<file path="config.mk">
export PLATFORM = sky130hd
export DESIGN_NAME = nco_sweep_ctrl
export DESIGN_NICKNAME = d
export VERILOG_FILES = /design/src/rtl/nco_sweep_ctrl.sv
export SDC_FILE = /design/constraint.sdc
export NUM_CORES = 1
export LEC_CHECK = 0
export CORE_AREA = 2 2 155 157
export CTS_BUF_LIST = sky130_fd_sc_hd__clkbuf_4
export CTS_CLUSTER_SIZE = 12
export DETAILED_ROUTE_END_ITERATION = 8
export DIE_AREA = 0 0 157 159
export PLACE_DENSITY_LB_ADDON = 0.1
export SKIP_CTS_REPAIR_TIMING = 1
export SYNTH_ARGS = -nofsm -noshare
export SYNTH_HDL_FRONTEND = slang
export SYNTH_SLANG_ARGS = --single-unit
</file>
<file path="constraint.sdc">
create_clock -name clk -period 7.7 [get_ports clk]
set_clock_uncertainty 0.2 [all_clocks]
set_input_delay 1.54 -clock clk [delete_from_list [all_inputs] [get_ports clk]]
set_output_delay 1.54 -clock clk [all_outputs]
set_load 0.05 [all_outputs]
</file>
<file path="src/rtl/nco_sweep_ctrl.sv">
// nco_sweep_ctrl: sequences phase increments into an NCO for stepped or
// chirped sweeps, keeps the NCO clocked until its pipeline has flushed, and
// tags the first and last output samples of each pass with a pipeline whose
// latency matches the NCO's.
module nco_sweep_ctrl #(
  parameter int APR = 32,
  parameter int DWW = 16,
  parameter int CNW = 16,
  parameter int LAT = 8
) (
  input  logic           clk,
  input  logic           reset,
  input  logic           cfg_valid,
  output logic           cfg_ready,
  input  logic [APR-1:0] cfg_start,
  input  logic [APR-1:0] cfg_step,
  input  logic [CNW-1:0] cfg_count,
  input  logic [DWW-1:0] cfg_dwell,
  input  logic           cfg_loop,
  input  logic           abort,
  output logic           nco_clken,
  output logic [APR-1:0] nco_phi_inc,
  output logic           busy,
  output logic           done,
  output logic           tag_sop,
  output logic           tag_eop
);

  // Drain counter only has to reach LAT-1.
  localparam int DCW = (LAT > 1) ? $clog2(LAT) : 1;

  typedef enum logic [1:0] {
    ST_IDLE  = 2'd0,
    ST_SWEEP = 2'd1,
    ST_DRAIN = 2'd2
  } state_t;

  state_t r_state;
  state_t w_state_next;

  // Latched descriptor. The step count is stored as count-1 so that a
  // requested count of 0 collapses to a single step.
  logic [APR-1:0] r_start;
  logic [APR-1:0] r_step;
  logic [CNW-1:0] r_count_m1;
  logic [DWW-1:0] r_dwell;
  logic           r_loop;

  // Running sweep state.
  logic [APR-1:0] r_phi;
  logic [CNW-1:0] r_step_idx;
  logic [DWW-1:0] r_dwell_cnt;
  logic [DCW-1:0] r_drain_cnt;
  logic           r_done;

  // Tag pipeline, one bit per stage for each tag.
  logic [LAT-1:0] r_sop_pipe;
  logic [LAT-1:0] r_eop_pipe;

  logic           w_dwell_end;
  logic           w_last_step;
  logic           w_drain_end;
  logic           w_sop_in;
  logic           w_eop_in;
  logic           w_active;

  assign w_dwell_end = (r_dwell_cnt == '0);
  assign w_last_step = (r_step_idx == r_count_m1);
  assign w_drain_end = (r_drain_cnt == '0);
  assign w_active    = (r_state != ST_IDLE);

  assign cfg_ready   = (r_state == ST_IDLE);
  assign busy        = w_active;
  assign nco_clken   = w_active;
  assign nco_phi_inc = r_phi;
  assign done        = r_done;
  assign tag_sop     = nco_clken & r_sop_pipe[LAT-1];
  assign tag_eop     = nco_clken & r_eop_pipe[LAT-1];

  // State register.
  always_ff @(posedge clk) begin
    if (reset) begin
      r_state <= ST_IDLE;
    end else begin
      r_state <= w_state_next;
    end
  end

  // Next-state logic and the tag values entering the pipeline this cycle.
  always_comb begin
    w_state_next = r_state;
    w_sop_in     = 1'b0;
    w_eop_in     = 1'b0;
    case (r_state)
      ST_IDLE: begin
        if (cfg_valid) begin
          w_state_next = ST_SWEEP;
        end
      end
      ST_SWEEP: begin
        // First cycle of a pass: step 0 with the dwell counter freshly loaded.
        w_sop_in = (r_step_idx == '0) && (r_dwell_cnt == r_dwell);
        // Abort turns the current cycle into the final one of the sweep.
        if (abort || (w_dwell_end && w_last_step && !r_loop)) begin
          w_eop_in     = 1'b1;
          w_state_next = ST_DRAIN;
        end
      end
      ST_DRAIN: begin
        if (w_drain_end) begin
          w_state_next = ST_IDLE;
        end
      end
      default: begin
        w_state_next = ST_IDLE;
      end
    endcase
  end

  // Descriptor capture and sweep datapath: phase, step index, dwell, drain.
  always_ff @(posedge clk) begin
    if (reset) begin
      r_start     <= '0;
      r_step      <= '0;
      r_count_m1  <= '0;
      r_dwell     <= '0;
      r_loop      <= 1'b0;
      r_phi       <= '0;
      r_step_idx  <= '0;
      r_dwell_cnt <= '0;
      r_drain_cnt <= '0;
    end else begin
      case (r_state)
        ST_IDLE: begin
          if (cfg_valid) begin
            r_start     <= cfg_start;
            r_step      <= cfg_step;
            r_count_m1  <= (cfg_count == '0) ? '0 : (cfg_count - CNW'(1));
            r_dwell     <= cfg_dwell;
            r_loop      <= cfg_loop;
            r_phi       <= cfg_start;
            r_step_idx  <= '0;
            r_dwell_cnt <= cfg_dwell;
          end
        end
        ST_SWEEP: begin
          if (w_state_next == ST_DRAIN) begin
            // Phase is held through the drain.
            r_drain_cnt <= DCW'(LAT - 1);
          end else if (w_dwell_end) begin
            r_dwell_cnt <= r_dwell;
            if (w_last_step) begin
              // Looping: restart the pass from the initial increment.
              r_phi      <= r_start;
              r_step_idx <= '0;
            end else begin
              r_phi      <= r_phi + r_step;
              r_step_idx <= r_step_idx + CNW'(1);
            end
          end else begin
            r_dwell_cnt <= r_dwell_cnt - DWW'(1);
          end
        end
        ST_DRAIN: begin
          if (!w_drain_end) begin
            r_drain_cnt <= r_drain_cnt - DCW'(1);
          end
        end
        default: begin
          r_drain_cnt <= '0;
        end
      endcase
    end
  end

  // Done pulse in the first idle cycle after a completed drain.
  always_ff @(posedge clk) begin
    if (reset) begin
      r_done <= 1'b0;
    end else begin
      r_done <= (r_state == ST_DRAIN) && w_drain_end;
    end
  end

  // Tag pipeline stages: advance only while the NCO is clocked, cleared idle.
  generate
    for (genvar gi = 0; gi < LAT; gi++) begin : g_tag_pipe
      if (gi == 0) begin : g_head
        // Head stage takes the tags generated by the sequencer.
        always_ff @(posedge clk) begin
          if (reset || (r_state == ST_IDLE)) begin
            r_sop_pipe[0] <= 1'b0;
            r_eop_pipe[0] <= 1'b0;
          end else if (nco_clken) begin
            r_sop_pipe[0] <= w_sop_in;
            r_eop_pipe[0] <= w_eop_in;
          end
        end
      end else begin : g_body
        // Later stages copy the previous stage.
        always_ff @(posedge clk) begin
          if (reset || (r_state == ST_IDLE)) begin
            r_sop_pipe[gi] <= 1'b0;
            r_eop_pipe[gi] <= 1'b0;
          end else if (nco_clken) begin
            r_sop_pipe[gi] <= r_sop_pipe[gi-1];
            r_eop_pipe[gi] <= r_eop_pipe[gi-1];
          end
        end
      end
    end
  endgenerate

endmodule

</file>
Word-level counts from Yosys, hierarchy flattened
Cells that the tools add are included.
Word-level totals
  bits in registers: 183
  input port bits: 101
  word-level logic and storage cells: 88
Cells by class
  add/subtract/negate cells: 5
  equal/unequal tests: 10
  mux-type cells: 25
  bitwise operators: 3
  reductions and logical operators: 18
Operators by type and width (count)
  16-bit 2-to-1 mux: 8
  32-bit 2-to-1 mux: 4
  16-bit case mux with 2 select lines: 2
  32-bit case mux with 2 select lines: 1
  16-bit zero test: 3
  32-bit adder: 1
  16-bit == test: 2
  16-bit by 1-bit subtractor with 16-bit output (second input constant): 2
  16-bit by 1-bit adder with 16-bit output (second input constant): 1
  2-bit != test (second input constant): 5
  3-bit case mux with 3 select lines: 1
  2-bit 2-to-1 mux: 3
  3-bit 2-to-1 mux: 2
  2-bit case mux with 3 select lines: 1
  3-bit AND reduction: 2
  2-bit == test (second input constant): 2
  1-bit logical AND: 4
  4-bit AND reduction: 1
  2-bit nonzero test: 2
  3-bit zero test: 1
  1-bit 2-to-1 mux: 3
  3-bit by 1-bit subtractor with 3-bit output (second input constant): 1
  1-bit AND: 2
  2-bit by 1-bit == test with 1-bit output (second input constant): 1
  5 further kinds: 6

Logic depth before layout (Yosys ltp)
Gate-level depths: netlist (run 1).
  depth in word-level cells: 9
  mapped depth: 13

Least setup slack after synthesis (run 1)
Ideal clock, no wire load.
  kind: input to register
  start point: in cfg_valid
  end point: reg r_dwell_cnt[14]
  arrival time: 3.336 ns
  path slack: 4.037 ns
  cell stages on the path: 9
  path buffers: 1
  path through: nand2_1 nand2_1 nand2_1 a21oi_1 nor4_4 a21oi_1 clkbuf_1 mux2i_1 nor2_1
On the way
  longest elaborated chain between the ends: 5
  elaborated cells on any way between the ends: 6
Ends and longest elaborated chain
  start, declared: RTL line 13  | input logic cfg_valid,
  2-bit 2-to-1 mux: RTL line 96  | if (cfg_valid) begin
  2-bit case mux with 3 select lines: RTL line 94  | case (r_state)
  2-bit == test: RTL line 147  | if (w_state_next == ST_DRAIN) begin
  2-bit != test (no source line)
  3-bit AND reduction (no source line) *
  end signal, assigned: RTL line 143  | r_dwell_cnt <= cfg_dwell;
  end signal, assigned: RTL line 151  | r_dwell_cnt <= r_dwell;
  end signal, assigned: RTL line 161  | r_dwell_cnt <= r_dwell_cnt - DWW'(1);
  end, declared: RTL line 52  | logic [DWW-1:0] r_dwell_cnt;
Every way passes the cells marked *; elsewhere a longest branch is shown, timed or not.
A chain may end at the register's enable or synchronous reset.

Worst setup path in the final report (run 1)
  start point: in cfg_valid
  end point: reg r_phi[27], in the netlist nco_phi_inc[27]
On the way
  longest elaborated chain between the ends: 5
  elaborated cells on any way between the ends: 6
Ends and longest elaborated chain
  2-bit 2-to-1 mux: RTL line 96
  2-bit case mux with 3 select lines: RTL line 94
  2-bit == test: RTL line 147
  2-bit != test (no source line)
  4-bit AND reduction (no source line) *
  end signal, assigned: RTL line 141  | r_phi <= cfg_start;
  end signal, assigned: RTL line 154  | r_phi <= r_start;
  end signal, assigned: RTL line 157  | r_phi <= r_phi + r_step;
  end, declared: RTL line 50  | logic [APR-1:0] r_phi;
Marked as above.

==> flow_summary.ini, run 1 <==
[synthesis]
avgSynthCellArea_um2 = 7.76
ys_ff_latch = 183
synth_fp_nets = 1465
synth_area_leader_cell = dfxtp_1
seq_area_frac_synth = 0.357
synth_cell_types = 68
synth_area_leaders = dfxtp_1 (36%), nand2_1 (9.6%), a21oi_1 (7.6%)
async_reset_ff_frac = 0
netlist_instances = 1322
syn-cell-area_mm2 = 0.0103
synth_edf_count = 0
synth_top_area_frac = 0.357
yosysWarnings = 0
synth_common_cells = nand2_1 (263), dfxtp_1 (183), a21oi_1 (156)
synth_most_common_cell = nand2_1
yosys_most_used_dff = dfxtp_1

[timing]
worst_slack_ps = 2640
worstMarginPinSlew_ps = 1310
slew_headroom = 0.116
holdWs_ps = 242
fmax_mhz = 197
hold_viol = 0
setup_viol = 0
fin_crit_sh = 0.658
slew_viol_final = 0
fin_setup_tns_ps = 0
rsz0062_at_grt = no
finalCriticalPeriod_ps = 5060

[global_routing]
antenna_found_initial = 1
grt_pass1_vias = 8774
grt_start_max_net_pins = 88
grt_pass1_wl_mm = 44.8
grt_overflow_total = 0
grt_use_total = 0.220

[routing]
wl_mm = 27.6
vias = 9503
avgRoutedWirePerCell_um = 15.9
firstDrtPassIters = 5
via_per_inst = 5.48
drtIter0Drc = 449
drtAntennaViolNets = 0
drc = 0

[floorplanning]
fp.dieH_um = 159
fp.coreArea_mm2 = 0.0232
num_io_pins = 139
fp-row-count = 56
die_w_um = 157
dieArea_mm2 = 0.0250
start_util = 0.442

[worst_setup_path]
critPathKind = input pin to flip-flop
cp.arrival_ps = 5370
ff2ff_path_depth = 8
startpoint_type = input pin
cp_data_required_time_ps = 8010
cp_max_fo = 50
crit_path_end_kind = flip-flop

[pwr]
p_leak_nw = 4.49
power.total_mw = 2.36
ir_worst_vdd_mv = 0.0759
p_per_area_mw_per_mm2 = 196

[layout]
instances_no_fill = 1734
drive_gt1_frac = 0.0410
fin_util = 0.517
stdcell_area_mm2 = 0.0120
nNetsFinal = 1544
area_growth_pct = 16.8

[min_path]
holdPathStages = 1
worst_hold_path_type = flip-flop to flip-flop

[placed_design]
dp.cells = 1701
gp_congestion = 0.856
dp_slack_ps = 1990
hpwl_mm = 19.1
io_buffers = 138
dpl_cell_area_mm2 = 0.0118

[clock_tree]
clk_latency_ps = 590
cts_sinks = 183
cts_inserted_buffers = 17
cts_max_level = 4
tritoncts = done
ctsLongestPathBuffers = 2
path_clk_slew_ps = 140
clock-root-buffer = clkbuf_4

[job]
maxCapViolCount = 0

[status]
outcome = complete, no violations
per-layer routing:
layer	routed length [um]	vias up	track usage
li1	-	4812	-
met1	13100	4420	0.293
met4	401	0	0.0555
met3	1320	31	0.0381
met5	0	-	0
met2	12800	240	0.369
registers in the layout, summed over array words and instances (netlist names):
| name | cells |
|---|---|
| r_loop | 1 |
| nco_phi_inc | 32 |
| r_eop_pipe | 8 |
| r_dwell | 16 |
| r_state | 2 |
| r_step | 32 |
| r_step_idx | 16 |
| r_sop_pipe | 8 |
| r_count_m1 | 16 |
| r_dwell_cnt | 16 |
| r_start | 32 |
| r_drain_cnt | 3 |
| done | 1 |
worst max-delay path, stage by stage:
cell and delay (ps):
clkdlybuf4s50_1 470, nand2_4 490, nand2_1 180, nand2_1 90, a21oi_1 150, o41ai_4 890
nand2_1 840, o221a_2 560, nor3_1 160
layout by cell type, fill, tap and decap left out, types with 25 or more instances in the layout:
cell	instances
o21ai_0	28
nand2_1	262
a21oi_1	155
xnor2_1	47
inv_1	34
clkdlybuf4s50_1	137
nor2_1	101
nand3_1	25
ha_1	40
nor3_1	26
xor2_1	33
dfxtp_1	183
o211ai_1	36
area by class of cell:
type                            count  area (um2)
Antenna cell                        1        2.50
Inverter                           34         128
Multi-Input combinational cell   1018        6120
Sequential cell                   183        3660
Clock buffer                       19         143
Timing Repair Buffer              147        1450
Clock inverter                     13        82.6
Tap cell                          319         399
Fill cell                        2284       11200
final timing paths:
kind	startpoint	end	slack, ps
worst min register to register	r_sop_pipe[1]	r_sop_pipe[2]	240
worst max-delay path	cfg_valid	nco_phi_inc[27]	2640
worst max register to register	r_dwell_cnt[6]	nco_phi_inc[27]	2840
worst min-delay path	r_sop_pipe[1]	r_sop_pipe[2]	240
cells by family (layout without fill, tap and decap cells):
group,after synthesis,in the layout,synth area share
XOR/XNOR,80,80,0.0683
adder cells (fa/ha/maj),42,42,0.0519
AND/OR/NAND/NOR,518,518,0.229
flip-flops,183,183,0.357
AO/OA/AOI/OAI,364,364,0.231
buffers and inverters,121,213,0.0491
multiplexers,14,14,0.0137
other,0,1,0
where the power goes:
part,internal (mW),switching (mW),total [mW]
registers,1.02,0.0776,1.10
logic,0.304,0.477,0.781
clock network,0.132,0.341,0.473
(Power assumes the default switching activity.)
==> run 2, diff against run 1 <==
clock period = 4.3 ns   (was 7.7 ns; I/O delays follow)
==> run 2 against run 1 <==
  * Critical path depth decreased by 5
  * Count of clock-buffer cells in the layout decreased by 1
  * Utilization increased by 0.50 points
  * Global-route usage increased by 0.75 points
  * Cell count increased by 0.52%
  * Register-to-register slack got worse by 2000 ps
  * First-iteration DRC count increased by 25%
  * Critical path type is now flip-flop to output port
  * Non-clock buffer count increased by 9
==> flow_summary.ini, run 2 (synthesis gave the netlist of run 1 again) <==
[status]
outcome = complete, no violations

[worst_setup_path]
cp_data_required_time_ps = 3240
rrSetupSlack_ps = 840
slowest_delay_ps = 820
critPathKind = flip-flop to output port
crit_slowest_cell = clkdlybuf4s50_1
cp_max_fo = 11
ff2ff_path_depth = 10
r2r_end = r_step_idx[14]
cp.arrival_ps = 2550
r2r-start = r_state[1]
crit_path_end_kind = output port
worstPathCellList = inv_1 -> ha_1 -> nor2b_1 -> clkdlybuf4s50_1
startpoint_type = flip-flop

[timing]
fmax_mhz = 277
fin_crit_sh = 0.839
slew_viol_final = 0
rsz0062_at_grt = no
setup_viol = 0
hold_viol = 0
finalCriticalPeriod_ps = 3610
slew_headroom = 0.214
fin_setup_tns_ps = 0
worstMarginPinSlew_ps = 1160

[global_routing]
grt_use_total = 0.228
grt_overflow_total = 0
grt_pass1_vias = 9135
grt_pass1_wl_mm = 46.4
grt_start_max_net_pins = 87
antenna_found_initial = 1

[routing]
firstDrtPassIters = 5
drc = 0
avgRoutedWirePerCell_um = 16.3
wl_mm = 28.5
drtIter0Drc = 561
drtAntennaViolNets = 0
via_per_inst = 5.49
vias = 9565

[floorplanning]
fp.coreArea_mm2 = 0.0232
num_io_pins = 139
fp-row-count = 56
start_util = 0.442
die_w_um = 157
dieArea_mm2 = 0.0250
fp.dieH_um = 159

[layout]
drive_gt1_frac = 0.0492
area_growth_pct = 17.9
final_common_cell = nand2_1
stdcell_area_mm2 = 0.0121
nNetsFinal = 1553
layout_common_cells = nand2_1 (262), dfxtp_1 (183), a21oi_1 (155)
num-fill-cells = 2296

[placed_design]
hpwl_mm = 19.5
io_buffers = 138
dpl_cell_area_mm2 = 0.0118
gp_congestion = 0.880

[clock_tree]
cts_sinks = 183
tritoncts = done
ctsLongestPathBuffers = 2
path_clk_slew_ps = 160
cts_inserted_buffers = 17
clk_latency_ps = 600
cts_max_level = 4
clock-root-buffer = clkbuf_4

[min_path]
holdPathStages = 1
holdCritStartpoint = r_sop_pipe[3]
worst_hold_path_type = flip-flop to flip-flop
hold_end = r_sop_pipe[4]

[job]
maxCapViolCount = 0

[pwr]
p_leak_nw = 4.56
ir_worst_vdd_mv = 0.167
p_per_area_mw_per_mm2 = 359
## run 2: critical path, delay by kind of cell, from the launching register on
kind | cells | cell delay, ps
flops | 1 | 460
simple gates | 1 | 180
buf+inv | 2 | 930
fa+ha+maj | 1 | 390
## run 2: area by class of cell
cell class                      count  area, um2  area share
Tap cell                          319        399      0.0330
Clock buffer                       18        135      0.0112
Timing Repair Buffer              156       1530       0.126
Inverter                           34        128      0.0105
Sequential cell                   183       3660       0.303
Antenna cell                        1       2.50    0.000207
Multi-Input combinational cell   1018       6120       0.506
Clock inverter                     14        125      0.0103
## run 2: metal layers
metal / vias up / wire (um) / track usage
li1: 4846 / - / -
met4: 0 / 423 / 0.0534
met5: - / 0 / 0
met1: 4464 / 13400 / 0.298
met3: 40 / 1300 / 0.0427
met2: 215 / 13400 / 0.386
## run 2: worst max-delay path by stage
stage                         from         endpoint  slack, ps  depth (start not counted)
global placement         cfg_valid   r_step_idx[14]        540                          9
global route            r_state[0]          tag_eop        510                          4
CTS                     r_state[0]          tag_sop        670                          4
finish                  r_state[0]          tag_sop        690                          4
detailed placement       cfg_valid   r_step_idx[14]        500                          9
floorplan           nco_phi_inc[9]  nco_phi_inc[21]        910                          9
## run 2: where the power goes
group | total, mW | switching [mW] | internal (mW) | leakage (nW)
registers | 1.97 | 0.141 | 1.83 | 1.50
logic | 1.43 | 0.870 | 0.557 | 2.92
clock network | 0.937 | 0.640 | 0.298 | 0.136
## run 2: per-stage QoR
stage | utilization | std cells | setup WS, ps | hold slack, ps | power (mW)
detailed placement | 0.511 | 1710 | 495 | 210 | 3.44
floorplan | - | 1322 | 906 | 206 | 2.99
global placement | 0.511 | 1710 | 536 | 208 | 3.42
finish | 0.522 | 1743 | 694 | 240 | 4.34
global route | 0.522 | 1743 | 512 | 256 | 4.60
CTS | 0.522 | 1742 | 674 | 232 | 4.37
